File: config.mk
export PLATFORM = sky130hd
export DESIGN_NAME = washer_motor_drv
export DESIGN_NICKNAME = d
export VERILOG_FILES = /design/src/rtl/washer_pkg.sv /design/src/rtl/washer_pwm_gen.sv /design/src/rtl/washer_motor_drv.sv
export SDC_FILE = /design/constraint.sdc
export NUM_CORES = 1
export LEC_CHECK = 0
export ABC_CLOCK_PERIOD_IN_PS = 2200
export BUFFER_PORTS_ARGS = -buffer_cell sky130_fd_sc_hd__buf_2
export CAP_MARGIN = 20
export CORE_UTILIZATION = 45
export CTS_CLUSTER_SIZE = 28
export DETAILED_ROUTE_END_ITERATION = 8
export GPL_TIMING_DRIVEN = 0
export PLACE_DENSITY = 0.67
export SYNTH_ARGS = -nofsm -noshare
export SYNTH_HDL_FRONTEND = slang
export SYNTH_HIERARCHICAL = 1
export SYNTH_SLANG_ARGS = --single-unit
export TNS_END_PERCENT = 20
File: constraint.sdc
create_clock -name clk -period 2.2 [get_ports clk]
set_clock_uncertainty 0.15 [all_clocks]
set_input_delay 0.22 -clock clk [delete_from_list [all_inputs] [get_ports clk]]
set_output_delay 0.22 -clock clk [all_outputs]
set_load 0.005 [all_outputs]
File: src/rtl/washer_pkg.sv
// Shared types and default timing constants for the washer motor driver and its controller bench.
package washer_pkg;

    typedef enum logic [2:0] {
        S_IDLE,
        S_RAMP,
        S_RUN,
        S_DEAD,
        S_FAULT
    } mdrv_state_t;

    localparam logic DIR_FWD = 1'b0;
    localparam logic DIR_REV = 1'b1;

    localparam int DEF_DEAD_CYC      = 20;
    localparam int DEF_RAMP_STEP_CYC = 4;
    localparam int DEF_PWM_BITS      = 4;

endpackage

File: src/rtl/washer_pwm_gen.sv
// Free-running PWM counter with duty compare; force_on overrides the compare at full drive.
module washer_pwm_gen
    import washer_pkg::*;
#(
    parameter int PWM_BITS = DEF_PWM_BITS
) (
    input  logic                clk,
    input  logic                rst,
    input  logic                en,
    input  logic [PWM_BITS-1:0] duty,
    input  logic                force_on,
    output logic                pwm
);

    logic [PWM_BITS-1:0] cnt;

    // Wraps naturally from all-ones back to zero.
    always_ff @(posedge clk) begin
        if (rst) begin
            cnt <= '0;
        end else begin
            cnt <= cnt + 1'b1;
        end
    end

    assign pwm = force_on | (en & (cnt < duty));

endmodule

File: src/rtl/washer_motor_drv.sv
// Interlocked motor bridge driver: soft-start ramp, enforced coast time, sticky illegal-command fault.
module washer_motor_drv
    import washer_pkg::*;
#(
    parameter int DEAD_CYC      = DEF_DEAD_CYC,
    parameter int RAMP_STEP_CYC = DEF_RAMP_STEP_CYC,
    parameter int PWM_BITS      = DEF_PWM_BITS
) (
    input  logic                clk,
    input  logic                rst,
    input  logic                zheng,
    input  logic                fan,
    input  logic                alarm,
    input  logic                emergency,
    output logic                mot_fwd,
    output logic                mot_rev,
    output logic                mot_pwm,
    output logic [PWM_BITS-1:0] duty,
    output logic                busy,
    output logic                fault
);

    localparam logic [PWM_BITS-1:0] DUTY_MAX  = '1;
    localparam logic [PWM_BITS-1:0] DUTY_LAST = DUTY_MAX - 1'b1;
    localparam logic [7:0]          DEAD_LOAD = 8'(DEAD_CYC - 1);
    localparam logic [7:0]          RAMP_LAST = 8'(RAMP_STEP_CYC - 1);

    mdrv_state_t state;
    mdrv_state_t state_next;
    logic        dir;
    logic [7:0]  dead_cnt;
    logic [7:0]  ramp_cnt;

    logic cmd_fwd;
    logic cmd_rev;
    logic cmd_ill;
    logic stop_req;
    logic cmd_lost;
    logic ramp_wrap;

    assign cmd_fwd   = zheng & ~fan;
    assign cmd_rev   = fan & ~zheng;
    assign cmd_ill   = zheng & fan;
    assign stop_req  = emergency | alarm;
    assign cmd_lost  = (dir == DIR_FWD) ? ~cmd_fwd : ~cmd_rev;
    assign ramp_wrap = (ramp_cnt == RAMP_LAST);

    always_ff @(posedge clk) begin
        if (rst) begin
            state <= S_IDLE;
        end else begin
            state <= state_next;
        end
    end

    always_comb begin
        state_next = state;
        if (state != S_FAULT) begin
            if (cmd_ill) begin
                state_next = S_FAULT;
            end else if (stop_req) begin
                state_next = S_DEAD;
            end else begin
                case (state)
                    S_IDLE: if (cmd_fwd | cmd_rev) state_next = S_RAMP;
                    S_RAMP: begin
                        if (cmd_lost) begin
                            state_next = S_DEAD;
                        end else if (ramp_wrap && (duty >= DUTY_LAST)) begin
                            state_next = S_RUN;
                        end
                    end
                    S_RUN:  if (cmd_lost) state_next = S_DEAD;
                    S_DEAD: if (dead_cnt == 8'd0) state_next = S_IDLE;
                    default: state_next = state;
                endcase
            end
        end
    end

    // Datapath registers follow the state being entered, so a stop on a wrap edge clears duty.
    always_ff @(posedge clk) begin
        if (rst) begin
            dir      <= DIR_FWD;
            duty     <= '0;
            ramp_cnt <= '0;
            dead_cnt <= '0;
        end else begin
            case (state_next)
                S_RAMP: begin
                    if (state == S_IDLE) begin
                        dir      <= cmd_rev ? DIR_REV : DIR_FWD;
                        duty     <= {{(PWM_BITS-1){1'b0}}, 1'b1};
                        ramp_cnt <= '0;
                    end else if (ramp_wrap) begin
                        duty     <= duty + 1'b1;
                        ramp_cnt <= '0;
                    end else begin
                        ramp_cnt <= ramp_cnt + 8'd1;
                    end
                end
                S_RUN: begin
                    duty     <= DUTY_MAX;
                    ramp_cnt <= '0;
                end
                S_DEAD: begin
                    duty     <= '0;
                    ramp_cnt <= '0;
                    if ((state != S_DEAD) || stop_req) begin
                        dead_cnt <= DEAD_LOAD;
                    end else if (dead_cnt != 8'd0) begin
                        dead_cnt <= dead_cnt - 8'd1;
                    end
                end
                default: begin
                    duty     <= '0;
                    ramp_cnt <= '0;
                    dead_cnt <= '0;
                end
            endcase
        end
    end

    // Leg enables decode only from registers, so both legs can never be high together.
    always_comb begin
        mot_fwd = 1'b0;
        mot_rev = 1'b0;
        busy    = (state != S_IDLE);
        fault   = (state == S_FAULT);
        if ((state == S_RAMP) || (state == S_RUN)) begin
            mot_fwd = (dir == DIR_FWD);
            mot_rev = (dir == DIR_REV);
        end
    end

    washer_pwm_gen #(
        .PWM_BITS(PWM_BITS)
    ) u_pwm (
        .clk     (clk),
        .rst     (rst),
        .en      (state == S_RAMP),
        .duty    (duty),
        .force_on(state == S_RUN),
        .pwm     (mot_pwm)
    );

endmodule

; Word-level counts from Yosys, hierarchy flattened
; Cells that the tools add are included.
[totals]
memories = 0
output_inout_bits = 9
input_bits = 6
ramBits = 0
mem_bits_ro = 0
latchBits = 0
reg_bits = 28
[op_classes]
n_eq_ne = 12
n_bitwise = 14
div_mod_pow = 0
multipliers = 0
muxes = 19
n_shift = 0
order_cmp = 2
addsub = 4
n_reduce_logical = 11
[ops]
columns = op, n
row1 = $mux W3, 8
row2 = $mux W8, 2
row3 = $pmux W8 S2, 1
row4 = $eq A3 B2 Y1 const B, 4
row5 = $pmux W3 S4, 1
row6 = $ne A3 B3 Y1 const B, 3
row7 = $add A4 B1 Y4 const B, 2
row8 = $add A8 B1 Y8 const B, 1
row9 = $eq A8 B2 Y1 const B, 1
row10 = $logic_not A8 Y1, 1
row11 = $mux W4, 2
row12 = $pmux W4 S2, 1
row13 = $reduce_bool A8 Y1, 1
row14 = $sub A8 B1 Y8 const B, 1
row15 = $not A1 Y1, 7
row16 = $eq A3 B1 Y1 const B, 2
row17 = $and A1 B1 Y1, 4
row18 = $ge A4 B4 Y1 const B, 1
row19 = $lt A4 B4 Y1, 1
row20 = $mux W1, 4
row21 = $reduce_and A2 Y1, 2
row22 = $reduce_or A4 Y1, 1
row23 = $eq A3 B3 Y1 const B, 1
row24 = $logic_not A3 Y1, 1
row25 = other kinds (6), 9

; Longest topological paths before layout
; Gate-level depths: netlist of the first run.
[logic_depth]
ltp_word = 13
depth_mapped = 9

; Hierarchy
; Netlist of the first run, hierarchy kept.
[modules_own_cells]
columns = module, seq_area_each_um2, area_per_inst_um2, cells_each, n_inst
row1 = washer_motor_drv, 480.5, 1536.5, 166, 1
row2 = washer_pwm_gen, 80.1, 216.5, 24, 1

; Least setup slack after synthesis of the first run
; No wires, ideal clock.
[synth_timing]
path_type = register to register
from = reg duty[0]
to = reg dead_cnt[2]
arrival_ps = 1956
synth_period_minus_slack_ps = 2247
n_path_buf = 0
setup_slack_ps = -47
setup_ps = 141
t_required_ps = 1909
path_stages_with_launch = 9
path_cell_list = dfxtp_1 > inv_1 > ha_1 > o211a_1 > a31oi_1 > o21bai_2 > or2_4 > o221ai_4 > a311oi_2
[synth_between]
elab_chain_cells = 12
word_cells_on_any_way = 16
classes_between = 1 x order compare / 4 x eq/ne / 7 x mux / 1 x bitwise / 3 x reduce/logical
[synth_lines]
columns = item, line_no
row1 = "start, declared", washer_motor_drv.sv:18  ; output logic [PWM_BITS-1:0] duty,
row2 = "start signal, assigned", washer_motor_drv.sv:93  ; duty <= {{(PWM_BITS-1){1'b0}}, 1'b1};
row3 = "start signal, assigned", washer_motor_drv.sv:96  ; duty <= duty + 1'b1;
row4 = $ge A4 B4 Y1 (*), washer_motor_drv.sv:69  ; end else if (ramp_wrap && (duty >= DUTY_LAST)) begin
row5 = $logic_and A1 B1 Y1 (*), washer_motor_drv.sv:69
row6 = $mux W3 (*), washer_motor_drv.sv:69
row7 = $mux W3 (*), washer_motor_drv.sv:67  ; if (cmd_lost) begin
row8 = $pmux W3 S4 (*), washer_motor_drv.sv:64  ; case (state)
row9 = $mux W3 (*), washer_motor_drv.sv:61  ; end else if (stop_req) begin
row10 = $mux W3 (*), washer_motor_drv.sv:59  ; if (cmd_ill) begin
row11 = $mux W3 (*), washer_motor_drv.sv:58  ; if (state != S_FAULT) begin
row12 = $eq A3 B1 Y1 / $eq A3 B2 Y1 (equally long branches), washer_motor_drv.sv:89  ; case (state_next)
row13 = $reduce_or A2 Y1 (no line), n/a
row14 = $not A1 Y1 (no line), n/a
row15 = $reduce_and A2 Y1 (no line), n/a
row16 = "end signal, assigned", washer_motor_drv.sv:112  ; dead_cnt <= dead_cnt - 8'd1;
row17 = "end, declared", washer_motor_drv.sv:31  ; logic [7:0] dead_cnt;
; Every way passes the cells marked *; elsewhere a longest branch is shown, timed or not.
; A chain may end at the register's enable or synchronous reset.

; Worst setup path in the final report of the first run
; Same ends and word-level chain as after synthesis.

==> summary.txt, run 1 <==
Critical path
  – R2r startpoint: duty[0]
  – Worst Path Buf+Inv: 2
  – Worst Path Class, Setup: flip-flop to flip-flop
  – Critical path required time: 2.20 ns
  – CP max FO: 8
  – CP max stage delay: 0.39 ns
  – Setup crit start: duty[0]
  – CP Capture Type: flip-flop
  – Critical path cell sequence: inv_4 > ha_4 > o211a_4 > a31oi_4 > o21bai_4 > or2_4 > o221ai_4 > buf_12 > a311oi_2
  – Crit path max-delay family: compound AO/OA/AOI/OAI gates
  – Element type at the critical path start: flip-flop
  – CP max-delay cell: dfxtp_4
  – Critical path arrival: 2.17 ns

Cells and area
  – Fillers: 300
  – Final Core Density: 61.0%
  – Area growth syn-to-layout: 28.4%
  – Layout cells sized above 1: 37.9%
  – Most common cell after layout, fill and taps aside: dfxtp_1
  – Post-route cell area: around 0.0023 sq mm
  – Nets: 245
  – N_diodes: 0
  – Most frequent cells in the layout: dfxtp_1 (22), buf_4 (17), buf_2 (16), nor2_1 (16), nand2_1 (10)

Floorplanning
  – Io pins: 15
  – Core area: 0.00369 sq mm
  – Starting Density: 47.5%
  – Die X: roughly 64 um
  – Die area: approximately 0.0041 sq mm
  – Die Height: 64.4 um
  – FP Rows: 22

Power and ir drop
  – Overall power: 1.24 mW
  – Leakage power figure: 0.896 nW
  – Pwr Density: 551 mW/mm^2
  – Peak supply drop: around 0.0003 V

Routing
  – Post-route antenna net violation count: 0
  – Met3 wire length: around 140 um
  – Vias: between 1500 and 2000
  – Iteration-0 DRC Markers: 58
  – DRT Pass-1 Iters: 4
  – DR WL/cell: 14.5 um
  – DR vias/cell: between 5 and 6
  – DRC violations left: 0
  – Top layer in use: met4
  – M1 WL: 1840 um
  – Met2 WL post-DR: roughly 1900 um
  – Drt total wl: 3980 um

STA
  – Final Max Slew Viols: 0
  – Post-route minimum period: 2.17 ns
  – Fmax achieved: 460 MHz
  – Final Cycle Share: 98.8%
  – Final setup violation count: 0
  – Least-Margin Pin Slew: 0.663 ns
  – Hold_ws: 0.222 ns
  – RSZ-0062 raised after global routing: true
  – Final Hold Vio Count: 0
  – Relative slew slack: 55.8%
  – TNS Setup: 0 ns

Outcome
  – Outcome: complete, no violations

GRT
  – Global-route usage over all layers: 19.6%
  – Vias in the first global route: 1439
  – Initial antenna violation count: 0
  – Global-route wire length before repair: roughly 6400 um
  – Global route overflow: 0
  – Largest net degree at the start of global routing: 17

Synthesis
  – Top_reg_cell synth: dfxtp_1
  – Asr flop ratio synth: 0%
  – Syn_nets: 207
  – Mapped cell area: 0.00175 sq mm
  – #FFs+latches synth: 28
  – Post-synth EDFFs: 0
  – Ys Warns: 6
  – Share of the yosys chip area belonging to registers: 32.0%
  – Number of distinct library cells after synthesis: 58
  – Syn Area/Cell: between 9 and 10 sq um
  – Cells after Synth: 190

Place
  – I/O Buffers: 14
  – DP HPWL: 2570 um
  – Dpl cell area: between 0.0015 and 0.002 sq mm
  – Routability cong.: 0.824

Job
  – MaxCap Viol Count: 0

Clock tree
  – Root Driver: clkbuf_8
  – CTS tree: built
  – CTS H-tree lvls: 1
  – Worst-path clk slew: 0.10 ns
  – CTS max path bufs: 2
  – CTS Sinks: 28
  – CTS buffer count: 3
  – Clk_lat worst skew: 0.29 ns

Hold path
  – Worst min-delay path category: input port to flip-flop
  – Hold Path Origin: emergency
-- synthesized netlist by cell type, types with 2 or more instances --
| master | instances | area share, % |
|---|---|---|
| nor3b_1 | 3 | 1.3 |
| inv_1 | 11 | 2.4 |
| a21o_1 | 4 | 1.7 |
| a31oi_1 | 3 | 1.1 |
| xnor2_1 | 4 | 2.0 |
| nor2_1 | 17 | 3.6 |
| nand3_1 | 6 | 1.7 |
| a21oi_2 | 2 | 1.0 |
| nor3_1 | 6 | 1.7 |
| o21ai_1 | 2 | 0.57 |
| a21oi_1 | 7 | 2.0 |
| ha_1 | 11 | 7.9 |
| nand2_1 | 10 | 2.1 |
| mux2i_1 | 2 | 1.1 |
| clkbuf_1 | 2 | 0.43 |
| a211oi_1 | 2 | 0.86 |
| buf_2 | 3 | 0.86 |
| dfxtp_1 | 28 | 32 |
| nor2_2 | 8 | 2.9 |
| a311oi_2 | 4 | 3.4 |
| or3_1 | 4 | 1.4 |
| nand2b_1 | 6 | 2.1 |
| xor2_1 | 5 | 2.5 |
| a41o_1 | 2 | 1.1 |
| nor4_4 | 2 | 2.4 |
| and3_1 | 2 | 0.71 |
| nor2b_1 | 2 | 0.71 |
| nand4_1 | 2 | 0.71 |
-- kinds of logic (layout without fill, tap and decap cells) --
logic type	after synthesis	after routing	share of synthesized area (%)
muxes	2	2	1.14
DFF	28	28	32.0
buffers and inverters	17	54	4.28
AOI/OAI and AO/OA	43	43	21.8
and+or+nand+nor	80	80	28.4
adders and majority gates	11	11	7.85
xor gates and xnor gates	9	9	4.50
-- repair_timing --
action | in CTS | in global routing
pin swaps | 6 | 17
hold endpoints to repair | 4 | 0
setup buffers | 8 | 10
hold buffers | 1 | 0
gates resized for setup | 13 | 19
endpoints found under the setup margin | 21 | 18
-- worst register-to-register path: stages (launching register included) --
cell and delay, ns:
dfxtp_4 0.39, inv_4 0.04, ha_4 0.15, o211a_4 0.25, a31oi_4 0.23, o21bai_4 0.10
or2_4 0.27, o221ai_4 0.19, buf_12 0.16, a311oi_2 0.09
-- power by group --
part	switching, mW	internal, mW
combinational	0.150	0.131
sequential	0.0182	0.522
clock	0.175	0.244
total	0.343	0.897
-- area by class of cell --
type	instances	area (sq um)	area share, %
Buffer	6	36.3	1.61
Timing Repair Buffer	33	228	10.1
Tap cell	48	60.1	2.67
Clock inverter	1	30.0	1.33
Multi-Input combinational cell	145	1230	54.8
Inverter	11	43.8	1.95
Sequential cell	28	578	25.7
Clock buffer	3	41.3	1.83
-- per-layer routing --
metal	up-vias	track usage, %
met5	-	0
met4	0	6.67
met3	7	2.64
met2	31	32.8
met1	725	25.7
li1	764	-
-- registers in the layout, summed over array words and instances (netlist names) --
name,cells
dead_cnt,8
ramp_cnt,8
duty,4
u_pwm/cnt,4
state,3
dir,1
-- stage by stage --
stage / worst slack (ns) / instances
2_1_floorplan: 0.00732 / 190
3_3_place_gp: -0.157 / 252
3_5_place_dp: -0.200 / 252
4_1_cts: 0.0000320 / 265
5_1_grt: -0.0443 / 275
6_report: 0.0273 / 275
-- worst paths after layout --
kind / endpoint / slack, ns / depth (start not counted)
setup / recovery: dead_cnt[2] / 0.03 / 9
hold / removal: state[1] / 0.22 / 5
setup reg to reg: dead_cnt[2] / 0.03 / 9
hold reg to reg: u_pwm/cnt[0] / 0.33 / 1
Note: power is estimated with default switching activity, not from simulation.
==> inputs of run 2 (changes only) <==
- MAX_ROUTING_LAYER: default -> met4
==> run 2 against run 1 <==
Via count rose by 0.13%; setup slack improved by 0.0024 ns; count of clock-buffer cells in the layout did not move; final cell count did not move; register-to-register slack barely moved; combinational power barely moved; critical path depth did not move; first-iteration DRC count fell by 3.4%; power barely moved; clock power barely moved; utilization did not move; flip-flop and latch count did not move.
==> summary.txt, run 2 (same netlist as run 1, synthesis figures left out) <==
STA
  – Final Hold Vio Count: 0 (unchanged)
  – RSZ-0062 raised after global routing: true (unchanged)
  – Final Cycle Share: 98.6% (was 98.8%)
  – Post-route minimum period: 2.17 ns (about the same)
  – Hold_ws: 0.221 ns (was 0.222 ns)
  – Fmax achieved: 461 MHz (was 460 MHz)
  – Final Max Slew Viols: 0 (unchanged)
  – Final setup violation count: 0 (unchanged)
  – Least-Margin Pin Slew: 0.664 ns (was 0.663 ns)
  – Worst setup margin: 0.0298 ns (was 0.0273 ns)
  – Relative slew slack: 55.8% (about the same)

Critical path
  – CP Capture Type: flip-flop (unchanged)
  – Element type at the critical path start: flip-flop (unchanged)
  – R2r startpoint: duty[0] (unchanged)
  – Worst Path Class, Setup: flip-flop to flip-flop (unchanged)
  – Setup crit start: duty[0] (unchanged)
  – Critical path required time: 2.20 ns (about the same)
  – Worst Reg-to-Reg Cells: 9 (unchanged)
  – CP max stage delay: 0.39 ns (about the same)
  – Register-to-Register Setup Slack: 0.03 ns (about the same)
  – Worst setup path endpoint: dead_cnt[2] (unchanged)
  – CP max FO: 8 (unchanged)
  – CP max-delay cell: dfxtp_4 (unchanged)
  – Critical path cell sequence: inv_4 > ha_4 > o211a_4 > a31oi_4 > o21bai_4 > or2_4 > o221ai_4 > buf_12 > a311oi_2 (unchanged)
  – Critical path arrival: 2.17 ns (about the same)
  – Reg2reg end: dead_cnt[2] (unchanged)

Power and ir drop
  – Logic pwr share: 22.7% (was 22.6%)
  – Overall power: 1.24 mW (about the same)
  – Peak supply drop: 0.000307 V (was 0.000308 V)
  – Leakage power figure: 0.896 nW (unchanged)
  – Power share of the clock group: 33.8% (about the same)
  – Pwr Density: 551 mW/mm^2 (about the same)
  – Sequential cell fraction of total power: 43.6% (was 43.5%)
  – Switch Pwr: 343 uW (about the same)
  – Sw frac: 27.6% (was 27.7%)
  – P_int: 897 uW (about the same)

Place
  – Routability cong.: 0.836 (was 0.824)
  – Dpl ws: -0.200 ns (unchanged)
  – DP HPWL: 2570 um (unchanged)
  – Dpl cell area: 0.00189 sq mm (unchanged)
  – I/O Buffers: 14 (unchanged)

Job
  – MaxCap Viol Count: 0 (unchanged)

Routing
  – DR vias/cell: 5.56 (was 5.55)
  – Vias: 1529 (was 1527)
  – Post-route antenna net violation count: 0 (unchanged)
  – DR WL/cell: 14.5 um (about the same)
  – DRC violations left: 0 (unchanged)
  – DRT Pass-1 Iters: 4 (unchanged)
  – Iteration-0 DRC Markers: 56 (was 58)
  – Drt total wl: 3990 um (was 3980 um)

Cells and area
  – Multi-input gate area: 0.00123 sq mm (unchanged)
  – Most frequent cells in the layout: dfxtp_1 (22), buf_4 (17), buf_2 (16), nor2_1 (16), nand2_1 (10) (unchanged)
  – Nets: 245 (unchanged)
  – N_diodes: 0 (unchanged)
  – Most common cell after layout, fill and taps aside: dfxtp_1 (unchanged)
  – Storage cell area: 578 sq um (unchanged)
  – Layout cells sized above 1: 37.9% (unchanged)
  – Post-route cell area: 0.00225 sq mm (unchanged)
  – Fillers: 300 (unchanged)
  – Biggest regs: dead_cnt x8, ramp_cnt x8 (unchanged)
  – Area growth syn-to-layout: 28.4% (unchanged)

Clock tree
  – Clk_lat worst skew: 0.29 ns (about the same)
  – CTS buffer count: 3 (unchanged)
  – CTS max path bufs: 2 (unchanged)
  – CTS H-tree lvls: 1 (unchanged)
  – CTS Sinks: 28 (unchanged)
  – Worst-path clk slew: 0.10 ns (about the same)
  – CTS tree: built (unchanged)
  – Root Driver: clkbuf_8 (unchanged)

Outcome
  – Outcome: complete, no violations (unchanged)

Floorplanning
  – Die Height: 64.4 um (unchanged)
  – FP Rows: 22 (unchanged)
  – Core area: 0.00369 sq mm (unchanged)
  – Io pins: 15 (unchanged)
  – Die X: 64.4 um (unchanged)
  – Die area: 0.00415 sq mm (unchanged)
  – Starting Density: 47.5% (unchanged)

GRT
  – Global route overflow: 0 (unchanged)
  – Initial antenna violation count: 0 (unchanged)
  – Largest net degree at the start of global routing: 17 (unchanged)
  – Vias in the first global route: 1439 (unchanged)
  – Global-route usage over all layers: 20.1% (was 19.6%)
  – Global-route wire length before repair: 6430 um (unchanged)

Hold path
  – Worst min-delay path category: input port to flip-flop (unchanged)
-- run 2: cell counts in the layout (fill, tap and decap cells not counted) --
Identical to the previous run, type by type.
-- run 2: worst min path at each step --
stage | cells past startpoint | startpoint | slack, ns | end
after global placement | 2 | rst | 0.29 | u_pwm/cnt[0]
after detailed placement | 2 | rst | 0.30 | u_pwm/cnt[0]
after floorplan | 1 | rst | 0.14 | u_pwm/cnt[0]
after CTS | 5 | emergency | 0.22 | state[1]
final | 5 | emergency | 0.22 | state[1]
after global routing | 5 | emergency | 0.29 | state[1]
-- run 2: cell type report --
class / count / share of cell area [%]
clock buffer: 3 / 1.83
buffer: 6 / 1.61
inverter: 11 / 1.95
timing repair buffer: 33 / 10.1
tap: 48 / 2.67
sequential: 28 / 25.7
clock inverter: 1 / 1.33
multi-input combinational: 145 / 54.8
-- run 2: timing repair --
item,CTS,global route
resized for setup,13,19
endpoints found under the setup margin,21,18
pin swaps,6,17
hold buffers,1,0
setup buffers,8,10
endpoints found under the hold margin,4,0
-- run 2: layer usage --
| metal | track usage [%] | vias to the layer above | wire, um |
|---|---|---|---|
| met2 | 32.8 | 36 | 1920 |
| met5 | - | - | 0 |
| li1 | - | 764 | - |
| met1 | 25.7 | 722 | 1820 |
| met3 | 2.64 | 7 | 161 |
| met4 | 6.67 | 0 | 80 |
-- run 2: critical path: cells and delay by family, from the launching register on --
kind	cells	cell delay, ns
buffers and inverters	2	0.20
AOI/OAI and AO/OA	5	0.86
adders and majority gates	1	0.15
and+or+nand+nor	1	0.27
DFF	1	0.39
-- run 2: per-stage QoR --
stage | util (%) | setup TNS, ns | std cells
after floorplan | - | 0 | 190
after global routing | 61.0 | -0.483 | 275
after detailed placement | 51.2 | -2.64 | 252
final | 61.0 | 0 | 275
after global placement | 51.2 | -1.94 | 252
after CTS | 56.9 | 0 | 265
-- run 2: power groups by stage --
stage | clock (mW) | combinational, mW | sequential [mW]
finish | 0.419 | 0.281 | 0.540
global route | 0.444 | 0.310 | 0.543
CTS | 0.428 | 0.251 | 0.542
detailed placement | 0 | 0.219 | 0.552
global placement | 0 | 0.213 | 0.551
floorplan | 0 | 0.169 | 0.548
